**config.mk**
```make
export PLATFORM = sky130hd
export DESIGN_NAME = regfile_wb_arbiter
export DESIGN_NICKNAME = d
export VERILOG_FILES = /design/src/rtl/regfile_pkg.sv /design/src/rtl/rr_arb2.sv /design/src/rtl/regfile_wb_arbiter.sv
export SDC_FILE = /design/constraint.sdc
export NUM_CORES = 1
export LEC_CHECK = 0
export ABC_AREA = 1
export ABC_CLOCK_PERIOD_IN_PS = 2400
export CORE_ASPECT_RATIO = 2
export CORE_UTILIZATION = 45
export DETAILED_ROUTE_END_ITERATION = 7
export PLACE_DENSITY = 0.81
export SLEW_MARGIN = 20
export SYNTH_ARGS = -nofsm -noshare
export SYNTH_HDL_FRONTEND = slang
export SYNTH_SLANG_ARGS = --single-unit
```
**constraint.sdc**
```tcl
create_clock -name clk -period 2.4 [get_ports clk]
set_clock_uncertainty 0.2 [all_clocks]
set_input_delay 0.36 -clock clk [delete_from_list [all_inputs] [get_ports clk]]
set_output_delay 0.36 -clock clk [all_outputs]
set_load 0.02 [all_outputs]
```
**src/rtl/regfile_pkg.sv**
```systemverilog
// Shared constants for the register file writeback path.
// Holds the data/address widths, the zero-register index and the err bit positions.
package regfile_pkg;

    localparam int DATA_W   = 16;
    localparam int ADDR_W   = 4;
    localparam int NUM_REGS = 16;

    localparam logic [ADDR_W-1:0] REG_ZERO = '0;

    localparam int ERR_RSV   = 0;
    localparam int ERR_UNRES = 1;

endpackage

```
**src/rtl/rr_arb2.sv**
```systemverilog
// Two-way round-robin arbiter with a registered last-winner pointer.
// Ports: clk, rst (async, active-high), req_a_i/req_b_i requests, gnt_a_o/gnt_b_o grants.
module rr_arb2 (
    input  logic clk,
    input  logic rst,
    input  logic req_a_i,
    input  logic req_b_i,
    output logic gnt_a_o,
    output logic gnt_b_o
);

    // last_b_q=1 means B won the last conflict, so A has priority next.
    logic last_b_q;
    logic last_b_d;
    logic conflict;

    assign conflict = req_a_i & req_b_i;
    assign gnt_a_o  = req_a_i & (~req_b_i | last_b_q);
    assign gnt_b_o  = req_b_i & (~req_a_i | ~last_b_q);

    // The pointer moves only when both requesters competed.
    assign last_b_d = conflict ? gnt_b_o : last_b_q;

    always_ff @(posedge clk or posedge rst) begin
        if (rst) begin
            last_b_q <= 1'b1;
        end else begin
            last_b_q <= last_b_d;
        end
    end

endmodule

```
**src/rtl/regfile_wb_arbiter.sv**
```systemverilog
// Shares the register file write port between ALU (A) and load (B) writeback.
// Ports: A/B valid-ready requests, rsv_* reservation, chk_* hazard checks, wf_* write port, pending, err.
module regfile_wb_arbiter
    import regfile_pkg::*;
(
    input  logic                clk,
    input  logic                rst,
    input  logic                a_valid,
    input  logic [ADDR_W-1:0]   a_dest,
    input  logic [DATA_W-1:0]   a_data,
    output logic                a_ready,
    input  logic                b_valid,
    input  logic [ADDR_W-1:0]   b_dest,
    input  logic [DATA_W-1:0]   b_data,
    output logic                b_ready,
    input  logic                rsv_en,
    input  logic [ADDR_W-1:0]   rsv_dest,
    output logic                rsv_ok,
    input  logic [ADDR_W-1:0]   chk_addr_1,
    input  logic [ADDR_W-1:0]   chk_addr_2,
    output logic                chk_busy_1,
    output logic                chk_busy_2,
    output logic                wf_en,
    output logic [ADDR_W-1:0]   wf_dest,
    output logic [DATA_W-1:0]   wf_data,
    output logic [NUM_REGS-1:0] pending,
    output logic [1:0]          err
);

    logic                wf_en_q,   wf_en_d;
    logic [ADDR_W-1:0]   wf_dest_q, wf_dest_d;
    logic [DATA_W-1:0]   wf_data_q, wf_data_d;
    logic [NUM_REGS-1:0] pending_q, pending_d;
    logic [1:0]          err_q,     err_d;

    logic                hs;
    logic [ADDR_W-1:0]   hs_dest;
    logic [DATA_W-1:0]   hs_data;
    logic                rsv_set;
    logic                rsv_bad;
    logic                unres;

    rr_arb2 u_arb (
        .clk     (clk),
        .rst     (rst),
        .req_a_i (a_valid),
        .req_b_i (b_valid),
        .gnt_a_o (a_ready),
        .gnt_b_o (b_ready)
    );

    assign hs      = a_ready | b_ready;
    assign hs_dest = a_ready ? a_dest : b_dest;
    assign hs_data = a_ready ? a_data : b_data;

    // A reservation is legal if the register is free or is being committed now.
    assign rsv_ok  = (rsv_dest == REG_ZERO)
                   | ~pending_q[rsv_dest]
                   | (wf_en_q & (wf_dest_q == rsv_dest));
    assign rsv_set = rsv_en & rsv_ok & (rsv_dest != REG_ZERO);
    assign rsv_bad = rsv_en & ~rsv_ok;

    assign unres = hs & (hs_dest != REG_ZERO)
                 & ~pending_q[hs_dest]
                 & ~(rsv_set & (rsv_dest == hs_dest));

    assign chk_busy_1 = pending_q[chk_addr_1] & (chk_addr_1 != REG_ZERO);
    assign chk_busy_2 = pending_q[chk_addr_2] & (chk_addr_2 != REG_ZERO);

    always_comb begin
        wf_en_d   = hs & (hs_dest != REG_ZERO);
        wf_dest_d = hs ? hs_dest : wf_dest_q;
        wf_data_d = hs ? hs_data : wf_data_q;

        // Clear first so a same-edge reservation of the register wins.
        pending_d = pending_q;
        if (wf_en_q) begin
            pending_d[wf_dest_q] = 1'b0;
        end
        if (rsv_set) begin
            pending_d[rsv_dest] = 1'b1;
        end

        err_d            = err_q;
        err_d[ERR_RSV]   = err_q[ERR_RSV] | rsv_bad;
        err_d[ERR_UNRES] = err_q[ERR_UNRES] | unres;
    end

    always_ff @(posedge clk or posedge rst) begin
        if (rst) begin
            wf_en_q   <= 1'b0;
            wf_dest_q <= '0;
            wf_data_q <= '0;
            pending_q <= '0;
            err_q     <= '0;
        end else begin
            wf_en_q   <= wf_en_d;
            wf_dest_q <= wf_dest_d;
            wf_data_q <= wf_data_d;
            pending_q <= pending_d;
            err_q     <= err_d;
        end
    end

    assign wf_en   = wf_en_q;
    assign wf_dest = wf_dest_q;
    assign wf_data = wf_data_q;
    assign pending = pending_q;
    assign err     = err_q;

endmodule

```
Word-level counts from Yosys, hierarchy flattened

Index checks and enable logic that the tools add are counted.

Reductions and logical operators: 7
Order comparisons: 7
Equal/unequal tests: 2
Multiplexer cells: 16
Bitwise gates (word level): 30

Operator list:

| kind               | count |
|---|---|
| $mux 16            | 3 |
| $lt 4x5->1 const B | 5 |
| $and 16x16->16     | 1 |
| $bmux 1 s4         | 4 |
| $not 16->16        | 1 |
| $or 16x16->16      | 1 |
| $reduce_bool 4->1  | 4 |
| $and 1x1->1        | 13 |
| $demux 1 s4        | 2 |
| $eq 4x4->1         | 2 |
| $ge 4x1->1 const B | 2 |
| $not 1->1          | 7 |
| $or 1x1->1         | 7 |
| $mux 1             | 6 |
| $logic_not 4->1    | 1 |
| $mux 4             | 1 |
| $logic_and 1x1->1  | 2 |

Output and inout port bits: 44
Input port bits: 57
Word-level logic and storage cells: 68
Register bits after elaboration: 40

Logic depth before layout (Yosys ltp)

Gate-level depths: netlist (run 1).

Word-level depth: 11
Gate-level depth with buffers: 14
Mapped depth without buffers: 13

Hierarchy

From an unflattened synthesis (run 1), not the netlist that was laid out.

Cell total of the unflattened synthesis: 407
Area, all modules: 2637.5 um^2

By module, submodules not included:

| module             | seq. area each (um^2) | instances | cells each | area an instance (um^2) |
|---|---|---|---|---|
| regfile_wb_arbiter | 975.9                 | 1         | 398        | 2572.5 |
| rr_arb2            | 26.3                  | 1         | 9          | 65.1 |

Least setup slack after synthesis (run 1)

OpenSTA, ideal clock, no wires.

Kind: register to register
Start: reg wf_dest_q[0], in the netlist wf_dest[0]
End: reg pending_q[12], in the netlist pending[12]
Data required time: 2.074 ns
Stages on the path, launching flop included: 10
Library setup time: 0.126 ns
Clock period less this slack: 1.765 ns
Setup slack: 0.635 ns
Arrival: 1.439 ns
Path buffers: 1
Path through: dfrtp_1 -> inv_1 -> nand2_1 -> o211ai_1 -> nor2_1 -> nor2_1 -> o21ai_4 -> nand2_4 -> buf_6 -> o22ai_2

Elaborated cells between the ends (all ways): 15
Those cells by class: 2 x order compare; 1 x eq/ne; 4 x mux; 7 x bitwise; 1 x reduce/logical

RTL lines:

| item                      | line                      | source |
|---|---|---|
| start: declaration        | regfile_wb_arbiter.sv:31  | `logic [ADDR_W-1:0] wf_dest_q, wf_dest_d;` |
| start signal: assignment  | regfile_wb_arbiter.sv:98  | `wf_dest_q <= wf_dest_d;` |
| $eq 4x4->1                | regfile_wb_arbiter.sv:59  | `\| (wf_en_q & (wf_dest_q == rsv_dest));` |
| $and 1x1->1               | regfile_wb_arbiter.sv:59  |  |
| $or 1x1->1                | regfile_wb_arbiter.sv:59  |  |
| net rsv_ok                | regfile_wb_arbiter.sv:18  | `output logic rsv_ok,` |
| $and 1x1->1 (2 in series) | regfile_wb_arbiter.sv:60  | `assign rsv_set = rsv_en & rsv_ok & (rsv_dest != REG_ZERO);` |
| $mux 16                   | regfile_wb_arbiter.sv:80  | `if (rsv_set) begin` |
| net pending_d[12]         | regfile_wb_arbiter.sv:33  | `logic [NUM_REGS-1:0] pending_q, pending_d;` |
| end signal: assignment    | regfile_wb_arbiter.sv:100 | `pending_q <= pending_d;` |
| end: declaration          | regfile_wb_arbiter.sv:33  |  |

The timed path passes the listed nets, and every way through them passes these cells.
A chain may end at the register's enable or synchronous reset.

Worst setup path in the final report (run 1)

Start: in a_valid
End: out b_ready

Longest elaborated chain between the ends: 3

Ends and longest elaborated chain:

| item               | line                     | source |
|---|---|---|
| start: declaration | regfile_wb_arbiter.sv:8  | `input logic a_valid,` |
| $not 1->1          | rr_arb2.sv:19            | `assign gnt_b_o = req_b_i & (~req_a_i \| ~last_b_q);` |
| $or 1x1->1         | rr_arb2.sv:19            |  |
| $and 1x1->1        | rr_arb2.sv:19            |  |
| end: declaration   | regfile_wb_arbiter.sv:15 | `output logic b_ready,` |

Every way passes these cells.

==> metrics.txt, run 1 <==
initial antenna violation count=0; Clock Power Share=19.7%; type of the most critical hold path=register to register; combinational fraction of design power=51.2%; reg-to-reg setup timing slack=0.34 ns; die footprint=6450 um^2; Psw=0.00146 W; multi-input logic area=1490 um^2; FF/Latch Area=1000 um^2; CTS tree=yes; R2R Path Start=u_arb.last_b_q$_DFFE_PP1P_; clock sink count=40; startpoint types=input port; FF-to-FF path depth=12; Cell Area, Synth=2750 um^2; worst hold start=wf_data[0]$_DFFE_PP0P_; sw frac=41.3%; Max VDD drop=0.518 mV; Clock transition at path regs=0.06 ns; chip height=113 um; H-tree levels=2; Hold-fix buffers, CTS=0; commonest cells after routing, fill and taps aside=nand2_1, clkdlybuf4s50_1, buf_4; Post-Place Cells=597; leak pwr=1.99 nW; detailed placement HPWL=7910 um; max-cap violation count=0; Port-buffer cells=100; min Tclk post-route=2.33 ns; critical path class=input port to primary output; DRC viols=5; Seq/Total Area, Yosys=36.4%; Core ar.=5960 um^2; largest area contributor in the netlist=dfrtp_1; CP peak stage delay=0.62 ns; total wire length=10200 um; synth unique cells=30; Clock Latency Late Sink=0.29 ns; area grow syn2layout=56.1%; clk root buf=clkbuf_16; Slew Limit Fails=0; Worst Setup End Kind=primary output; Pint=0.00207 W; First-pass DRT Iterations=6; top-area cell type share of the netlist area=35.5%; WHS Path Cells=2; failing checks=design-rule violations; Starting Density=46.2%; syn avg cell area=6.95 um^2; Flop pwr share=29.1%; Fill cells=492; antenna-violating nets left=0; global-route wire length before repair=16500 um; Worst-Margin Slew=0.516 ns; outcome=complete, but fails checks; Hold EP=wf_data[0]$_DFFE_PP0P_; Finished Layout Cells=605; share of layout cells above drive strength 1=17.0%; max frequency=429 MHz; Worst Path Required=1.84 ns; nets=598; gr usage total=34.2%; I/O pin cnt=101; slowest CP cell=clkdlybuf4s50_1; # diodes=0; fin crit share=97.2%; WP data arrival=1.77 ns; Max Buffers Root-to-Sink=2; routability cong.=0.940; vias=3322; Avg Vias per Cell=5.49; grt ovf=0; Area contributors post-synth=dfrtp_1, nand2_1, nand3_1; initial DRC count=159; critical path cell sequence=clkdlybuf4s50_1, nand2_1, buf_4, nand2_1, inv_1, clkdlybuf4s50_1; reg2reg end=err[1]$_DFF_PP0_; Hold Vio Cnt, Final=0; crit path max fanout=3; Num CTS Buffers=5; wire per inst=16.8 um; Post-Synthesis Cells=396; die width=57.3 um; PwrDens=823 nW/um^2; setup violators final=0; register bit total from synthesis=40; synth warn=0; vias in the first global route=3452; largest net degree at the start of global routing=42; Core Rows=40; WHS=0.283 ns; Synth Net Count=453; Slew HR=65.6%
[synthesized netlist by cell type]
| library cell | instances |
|---|---|
| a21boi_0 | 1 |
| o21bai_1 | 1 |
| clkbuf_1 | 5 |
| dfstp_2 | 1 |
| nand2_4 | 2 |
| inv_2 | 1 |
| nor3_2 | 1 |
| buf_2 | 4 |
| nand3_1 | 42 |
| a21oi_1 | 16 |
| inv_1 | 46 |
| o311ai_0 | 2 |
| o31ai_1 | 16 |
| nand3b_1 | 2 |
| o21ai_2 | 6 |
| nand2_2 | 7 |
| nor3_1 | 4 |
| o22ai_2 | 4 |
| nor2_1 | 44 |
| xnor2_1 | 2 |
| dfrtp_1 | 39 |
| nand3_2 | 2 |
| nand4_1 | 1 |
| o21ai_4 | 1 |
| o21ai_0 | 39 |
| o21ai_1 | 4 |
| nor4_2 | 1 |
| nand2_1 | 96 |
| buf_6 | 5 |
| o211ai_1 | 1 |
[sequential cells by signal, summed over array words and instances, names as in the netlist, named ones only]
register / count
wf_data: 16
pending: 15
wf_dest: 4
err: 2
u_arb.last_b_q: 1
wf_en: 1
[through the flow]
| step | worst slack [ns] | power (W) | utilization (%) | TNS [ns] | area (um^2) |
|---|---|---|---|---|---|
| 4_1_cts | -0.0667 | 0.00352 | 72.1 | -0.0667 | 4290 |
| 3_5_place_dp | -0.393 | 0.00282 | 69.5 | -1.26 | 4140 |
| 5_1_grt | -0.0404 | 0.00372 | 72.1 | -0.0404 | 4300 |
| 2_1_floorplan | 0.635 | 0.00189 | - | 0 | 2750 |
| 6_report | 0.0668 | 0.00353 | 72.1 | 0 | 4300 |
| 3_3_place_gp | -0.393 | 0.00280 | 69.5 | -1.02 | 4140 |
[worst max-delay path, delay by kind of cell]
kind	cells	cell delay, ns
buffers and inverters	4	1.26
AND/OR/NAND/NOR	2	0.15
[power groups by stage]
stage	Sequential (W)	Combinational [W]	Clock (W)
final	0.00103	0.00181	0.000695
after global routing	0.00105	0.00195	0.000729
after CTS	0.00101	0.00180	0.000707
after detailed placement	0.00102	0.00180	0
after global placement	0.00102	0.00178	0
after floorplan	0.00122	0.000673	0
[timing repair]
action / 4_1_cts / 5_1_grt
gates resized for setup: 7 / 9
endpoints found under the setup margin: 4 / 3
endpoints found under the hold margin: 0 / 0
buffers inserted: 0 / 0
[logic make-up (layout without fill, tap and decap cells)]
kind of cell / Yosys count / in the layout / share of synthesized area (%)
AO/OA/AOI/OAI: 91 / 91 / 20.9
XOR/XNOR: 2 / 2 / 0.637
buffers and inverters: 61 / 207 / 9.87
flip-flops: 40 / 40 / 36.4
AND/OR/NAND/NOR: 202 / 202 / 32.2
[final cells by class]
class	instances	area share (%)
clock buffer	6	3.23
clock inverter	2	0.350
inverter	47	4.11
multi-input combinational	295	34.6
sequential	40	23.3
tap	63	1.84
timing repair buffer	152	32.5
[how the worst max path moves through the flow]
stage	from	endpoint	slack [ns]	depth (start not counted)
2_1_floorplan	wf_dest[0]$_DFFE_PP0P_	pending[12]$_DFF_PP0_	0.63	9
3_3_place_gp	rsv_dest[0]	rsv_ok	-0.39	10
3_5_place_dp	rsv_dest[0]	rsv_ok	-0.39	7
4_1_cts	rsv_dest[0]	rsv_ok	-0.07	9
5_1_grt	rsv_dest[0]	rsv_ok	-0.04	11
6_report	a_valid	b_ready	0.07	6
[layer usage]
| metal | share of wire, % | global-route usage, % | up-vias |
|---|---|---|---|
| li1 | - | - | 1597 |
| met3 | 6.4 | 10.0 | 41 |
| met5 | 0 | 0 | - |
| met4 | 8.3 | 26.5 | 0 |
| met2 | 54 | 60.9 | 153 |
| met1 | 32 | 31.2 | 1531 |
Power figures use the tool's default switching activity.
==> run 2: changes to the inputs <==
--- a/config.mk
+++ b/config.mk
@@ -7,7 +7,6 @@
 export LEC_CHECK = 0
 export ABC_AREA = 1
 export ABC_CLOCK_PERIOD_IN_PS = 2400
-export CORE_ASPECT_RATIO = 2
 export CORE_UTILIZATION = 45
 export DETAILED_ROUTE_END_ITERATION = 7
 export PLACE_DENSITY = 0.81
==> run 2 against run 1 <==
Net effect:
- the flow now finishes without violations
- power shrank 5.0%
- global-route usage shrank 3.3 points
- flip-flop and latch count is the same
- highest routed layer unchanged
==> metrics.txt, run 2 (same netlist as run 1, synthesis figures left out) <==
grt ovf=0 (unchanged); vias=3297 (-0.75%); max frequency=429 MHz (+0.21%); combinational fraction of design power=51.3% (about the same); initial DRC count=265 (+67%); routability cong.=0.960 (+2.1%); die width=80.2 um (+40%); Pint=0.00196 W (-5.6%); Pwr Total=0.00336 W (-5.0%); clk root buf=clkbuf_8; type of the most critical hold path=input port to async pin; gr usage total=30.9% (-3.3 points); startpoint types=input port; CTS tree=yes; min Tclk post-route=2.33 ns (-0.00488 ns); First-pass DRT Iterations=5 (-1); Clock transition at path regs=0.08 ns (+0.02 ns); fin crit share=97.0% (-0.20 points); outcome=completed; area grow syn2layout=53.4%; Placed Area=4110 um^2 (-0.66%); PwrDens=795 nW/um^2 (-3.3%); FF/Latch Area=1000 um^2 (unchanged); Worst Path Required=1.84 ns (about the same); Core ar.=5920 um^2 (-0.59%); Avg Vias per Cell=5.38 (-2.0%); Flop pwr share=31.0% (+1.9 points); post-cts resize count=7 (unchanged); Port-buffer cells=100 (unchanged); # diodes=0 (unchanged); Psw=0.00140 W (-4.1%); largest net degree at the start of global routing=41 (-2.4%); DRC viols=0 (-5); initial antenna violation count=0 (unchanged); nets=594 (-0.67%); Clock Power Share=17.7% (-2.0 points); reg-to-reg setup timing slack=0.33 ns (about the same); commonest cells after routing, fill and taps aside=nand2_1, clkdlybuf4s50_1, buf_4; H-tree levels=2 (unchanged); Starting Density=46.5% (+0.27 points); WP data arrival=1.77 ns (about the same); Finished Core Util=71.3% (-0.82 points); total wire length=9210 um (-9.3%); Num CTS Buffers=5 (unchanged); Slew Limit Fails=0 (unchanged); share of layout cells above drive strength 1=16.0% (-0.99 points); Hold Vio Cnt, Final=0 (unchanged); Max VDD drop=0.518 mV (+0.13%); RSZ-0062 raised after global routing=false; final instance area=4220 um^2 (-1.7%); number of flip-flops in the largest register=16 (unchanged); wire per inst=15.0 um (-10%); crit path max fanout=4 (+1); detailed placement HPWL=7150 um (-9.6%); Worst Setup End Kind=primary output; dpl ws=-0.374 ns (+0.0193 ns); antenna-violating nets left=0 (unchanged); max-cap violation count=0 (unchanged); Fill cells=512 (+4.1%); post-CTS setup buffer count=0 (unchanged); Clock Latency Late Sink=0.30 ns (about the same); critical path class=input port to primary output; Core Rows=28 (-30%); Max Buffers Root-to-Sink=2 (unchanged); Worst-Margin Slew=0.513 ns (-0.00269 ns); Hold-fix buffers, CTS=0 (unchanged); most common cell after layout, fill and taps aside=nand2_1; chip height=80.2 um (-29%); die footprint=6430 um^2 (-0.29%); leak pwr=1.97 nW (-1.3%); setup violators final=0 (unchanged); sw frac=41.7% (+0.38 points); PnR worst setup slack=0.0717 ns (+0.00488 ns); I/O pin cnt=101 (unchanged); vias in the first global route=3170 (-8.2%); clock sink count=40 (unchanged); multi-input logic area=1480 um^2 (-0.42%); Slew HR=65.8% (+0.18 points); global-route wire length before repair=15200 um (-7.9%)
run 2: cell count changes in the layout (fill, tap and decap cells not counted), moves of 2 or more:
cell        previous run  this run
clkbuf_16              5         0
clkbuf_8               1         6
buf_4                 50        48
buf_6                  2         0
clkinvlp_4             2         0
run 2: final cells by class:
| cell class | count | share of cell area (%) |
|---|---|---|
| inverters | 47 | 4.18 |
| well taps | 75 | 2.22 |
| repair buffers | 148 | 31.9 |
| flip-flops and latches | 40 | 23.7 |
| clock inverters | 2 | 0.919 |
| multi-input cells | 295 | 35.1 |
| clock buffers | 6 | 1.96 |
run 2: final timing paths:
check	depth (start not counted)	from	end
worst min-delay path	3	rst	pending[2]$_DFF_PP0_
worst min register to register	1	err[0]$_DFF_PP0_	err[0]$_DFF_PP0_
min in group clk	1	err[0]$_DFF_PP0_	err[0]$_DFF_PP0_
max in group asynchronous	3	rst	u_arb.last_b_q$_DFFE_PP1P_
worst max-delay path	4	a_valid	a_ready
worst max register to register	12	u_arb.last_b_q$_DFFE_PP1P_	err[1]$_DFF_PP0_
run 2: per-stage QoR:
step	hold slack [ns]	TNS (ns)	cells
finish	0.285	0	613
global route	0.313	0	613
CTS	0.290	0	613
detailed placement	0.266	-0.854	605
global placement	0.246	-0.757	605
floorplan	0.234	0	396
run 2: metal layers:
layer / wire (um) / global-route usage [%] / vias up
li1: - / - / 1594
met1: 3970 / 40.8 / 1523
met2: 4290 / 49.1 / 162
met3: 766 / 7.61 / 18
met4: 182 / 10.7 / 0
met5: 0 / 0 / -
run 2: worst max-delay path, cell delays in order:
cell,delay (ns)
clkdlybuf4s50_1,0.50
nand2_1,0.08
nand2_1,0.17
clkdlybuf4s50_1,0.66
run 2: power by group through the flow:
stage	Sequential [W]	Combinational (W)	Clock [W]
5_1_grt	0.00106	0.00187	0.000637
3_3_place_gp	0.00104	0.00169	0
3_5_place_dp	0.00104	0.00171	0
4_1_cts	0.00103	0.00171	0.000596
2_1_floorplan	0.00122	0.000673	0
6_report	0.00104	0.00172	0.000595
==> run 3: changes to the inputs <==
--- a/config.mk
+++ b/config.mk
@@ -7,9 +7,9 @@
 export LEC_CHECK = 0
 export ABC_AREA = 1
 export ABC_CLOCK_PERIOD_IN_PS = 2400
-export CORE_UTILIZATION = 45
+export CORE_UTILIZATION = 40
 export DETAILED_ROUTE_END_ITERATION = 7
-export PLACE_DENSITY = 0.81
+export PLACE_DENSITY = 0.73
 export SLEW_MARGIN = 20
 export SYNTH_ARGS = -nofsm -noshare
 export SYNTH_HDL_FRONTEND = slang
==> run 3 against run 2 <==
Net effect:
- non-clock buffer count up 2
- wire length up 1.0%
- sequential share of layout area down 0.18 points
- the flow now finishes with violations (design-rule violations)
- largest cell class unchanged
- worst setup slack better by 0.014 ns
- die area up 12%
- first-iteration DRC count down 17%
- power up 1.1%
- worst hold slack worse by 0.016 ns
==> metrics.txt, run 3 (same netlist as run 1, synthesis figures left out) <==
chip height=84.9 um (+5.9%); # diodes=0 (unchanged); WHS Path Cells=2; Worst Setup End Kind=primary output; nets=596 (+0.34%); global-route wire length before repair=15400 um (+1.7%); Max VDD drop=0.414 mV (-20%); PnR worst setup slack=0.0860 ns (+0.0143 ns); detailed placement HPWL=7140 um (-0.18%); PwrDens=798 nW/um^2 (+0.30%); RSZ-0062 raised after global routing=false; H-tree levels=2 (unchanged); reg-to-reg setup timing slack=0.40 ns (+0.07 ns); max frequency=432 MHz (+0.62%); DRC viols=5 (+5); leak pwr=2.00 nW (+1.6%); WP data arrival=1.75 ns (-0.02 ns); Clock Latency Late Sink=0.30 ns (about the same); vias=3235 (-1.9%); crit path max fanout=4 (unchanged); dpl ws=-0.353 ns (+0.0208 ns); Num CTS Buffers=5 (unchanged); antenna-violating nets left=0 (unchanged); initial DRC count=219 (-17%); type of the most critical hold path=register to register; Worst-Margin Slew=0.531 ns (+0.0173 ns); Slew HR=64.6% (-1.2 points); reg2reg end=err[1]$_DFF_PP0_; Hold Vio Cnt, Final=0 (unchanged); total wire length=9300 um (+1.0%); Worst Setup EP=b_ready; First-pass DRT Iterations=8 (+3); max-cap violation count=0 (unchanged); I/O pin cnt=101 (unchanged); wire per inst=15.1 um (+0.37%); Core ar.=6490 um^2 (+9.7%); die width=84.9 um (+5.9%); min Tclk post-route=2.31 ns (-0.0143 ns); FF-to-FF path depth=11 (-1); most common cell after layout, fill and taps aside=nand2_1; commonest cells after routing, fill and taps aside=nand2_1, clkdlybuf4s50_1, buf_4; gr usage total=27.3% (-3.7 points); Core Rows=29 (+3.6%); Clock transition at path regs=0.08 ns (about the same); Worst Setup SP=a_valid; Sum Neg Setup Slack=0 ns (unchanged); R2R Path Start=u_arb.last_b_q$_DFFE_PP1P_; Avg Vias per Cell=5.24 (-2.5%); Port-buffer cells=100 (unchanged); share of layout cells above drive strength 1=16.5% (+0.50 points); CTS tree=yes; Slew Limit Fails=0 (unchanged); die footprint=7210 um^2 (+12%); Max Buffers Root-to-Sink=2 (unchanged); grt ovf=0 (unchanged); routability cong.=0.964 (+0.47%); post-CTS setup buffer count=0 (unchanged); vias in the first global route=3208 (+1.2%); Post-Place Cells=609 (+0.66%); setup violators final=0 (unchanged); clk root buf=clkbuf_8; critical path class=input port to primary output; WHS=0.269 ns (-0.0163 ns); clock sink count=40 (unchanged); initial antenna violation count=0 (unchanged); Worst Path Required=1.84 ns (about the same); fin crit share=96.4% (-0.59 points); Finished Layout Cells=617 (+0.65%); Finished Core Util=65.5% (-5.8 points); area grow syn2layout=54.6%; Fill cells=594 (+16%); startpoint types=input port; failing checks=design-rule violations; number of flip-flops in the largest register=16 (unchanged); outcome=complete, but fails checks; largest net degree at the start of global routing=41 (unchanged); Starting Density=42.4% (-4.1 points)
run 3: worst min-delay path by stage:
| stage | to | startpoint | slack, ns |
|---|---|---|---|
| 6_report | err[1]$_DFF_PP0_ | err[1]$_DFF_PP0_ | 0.27 |
| 5_1_grt | err[1]$_DFF_PP0_ | err[1]$_DFF_PP0_ | 0.31 |
| 4_1_cts | err[1]$_DFF_PP0_ | err[1]$_DFF_PP0_ | 0.27 |
| 3_5_place_dp | err[1]$_DFF_PP0_ | err[1]$_DFF_PP0_ | 0.25 |
| 3_3_place_gp | err[1]$_DFF_PP0_ | err[1]$_DFF_PP0_ | 0.24 |
| 2_1_floorplan | u_arb.last_b_q$_DFFE_PP1P_ | b_valid | 0.23 |
run 3: timing repair:
action,CTS,global route
resized for setup,7,10
endpoints found under the setup margin,3,4
hold buffers,0,0
run 3: per-layer routing:
metal,wire length [um],GRT usage [%],vias to the layer above
li1,-,-,1593
met1,4200,36.1,1504
met2,4360,44.6,123
met3,573,4.67,15
met4,172,10.9,0
met5,0,0,-
run 3: final cells by class:
| cell class | count | area [um^2] | area share (%) |
|---|---|---|---|
| sequential | 40 | 1000 | 23.6 |
| multi-input combinational | 295 | 1480 | 34.8 |
| clock buffer | 7 | 96.3 | 2.26 |
| clock inverter | 1 | 30.0 | 0.706 |
| tap | 77 | 96.3 | 2.26 |
| timing repair buffer | 150 | 1370 | 32.3 |
| inverter | 47 | 176 | 4.15 |
run 3: critical path: stages:
cell and delay [ns]:
clkdlybuf4s50_1 0.47, nand2_1 0.12, buf_4 0.12, nand2_1 0.04
inv_1 0.05, clkdlybuf4s50_1 0.59
run 3: metrics by stage:
stage | power [W] | cell area, um^2
floorplan | 0.00189 | 2750
CTS | 0.00339 | 4260
finish | 0.00339 | 4250
global route | 0.00360 | 4250
detailed placement | 0.00276 | 4130
global placement | 0.00274 | 4130
run 3: power by group:
group / leakage (nW) / switching, W / internal (W)
Sequential: 0.467 / 0.000167 / 0.000849
Clock: 0.0645 / 0.000255 / 0.000367
Combinational: 1.47 / 0.000968 / 0.000789
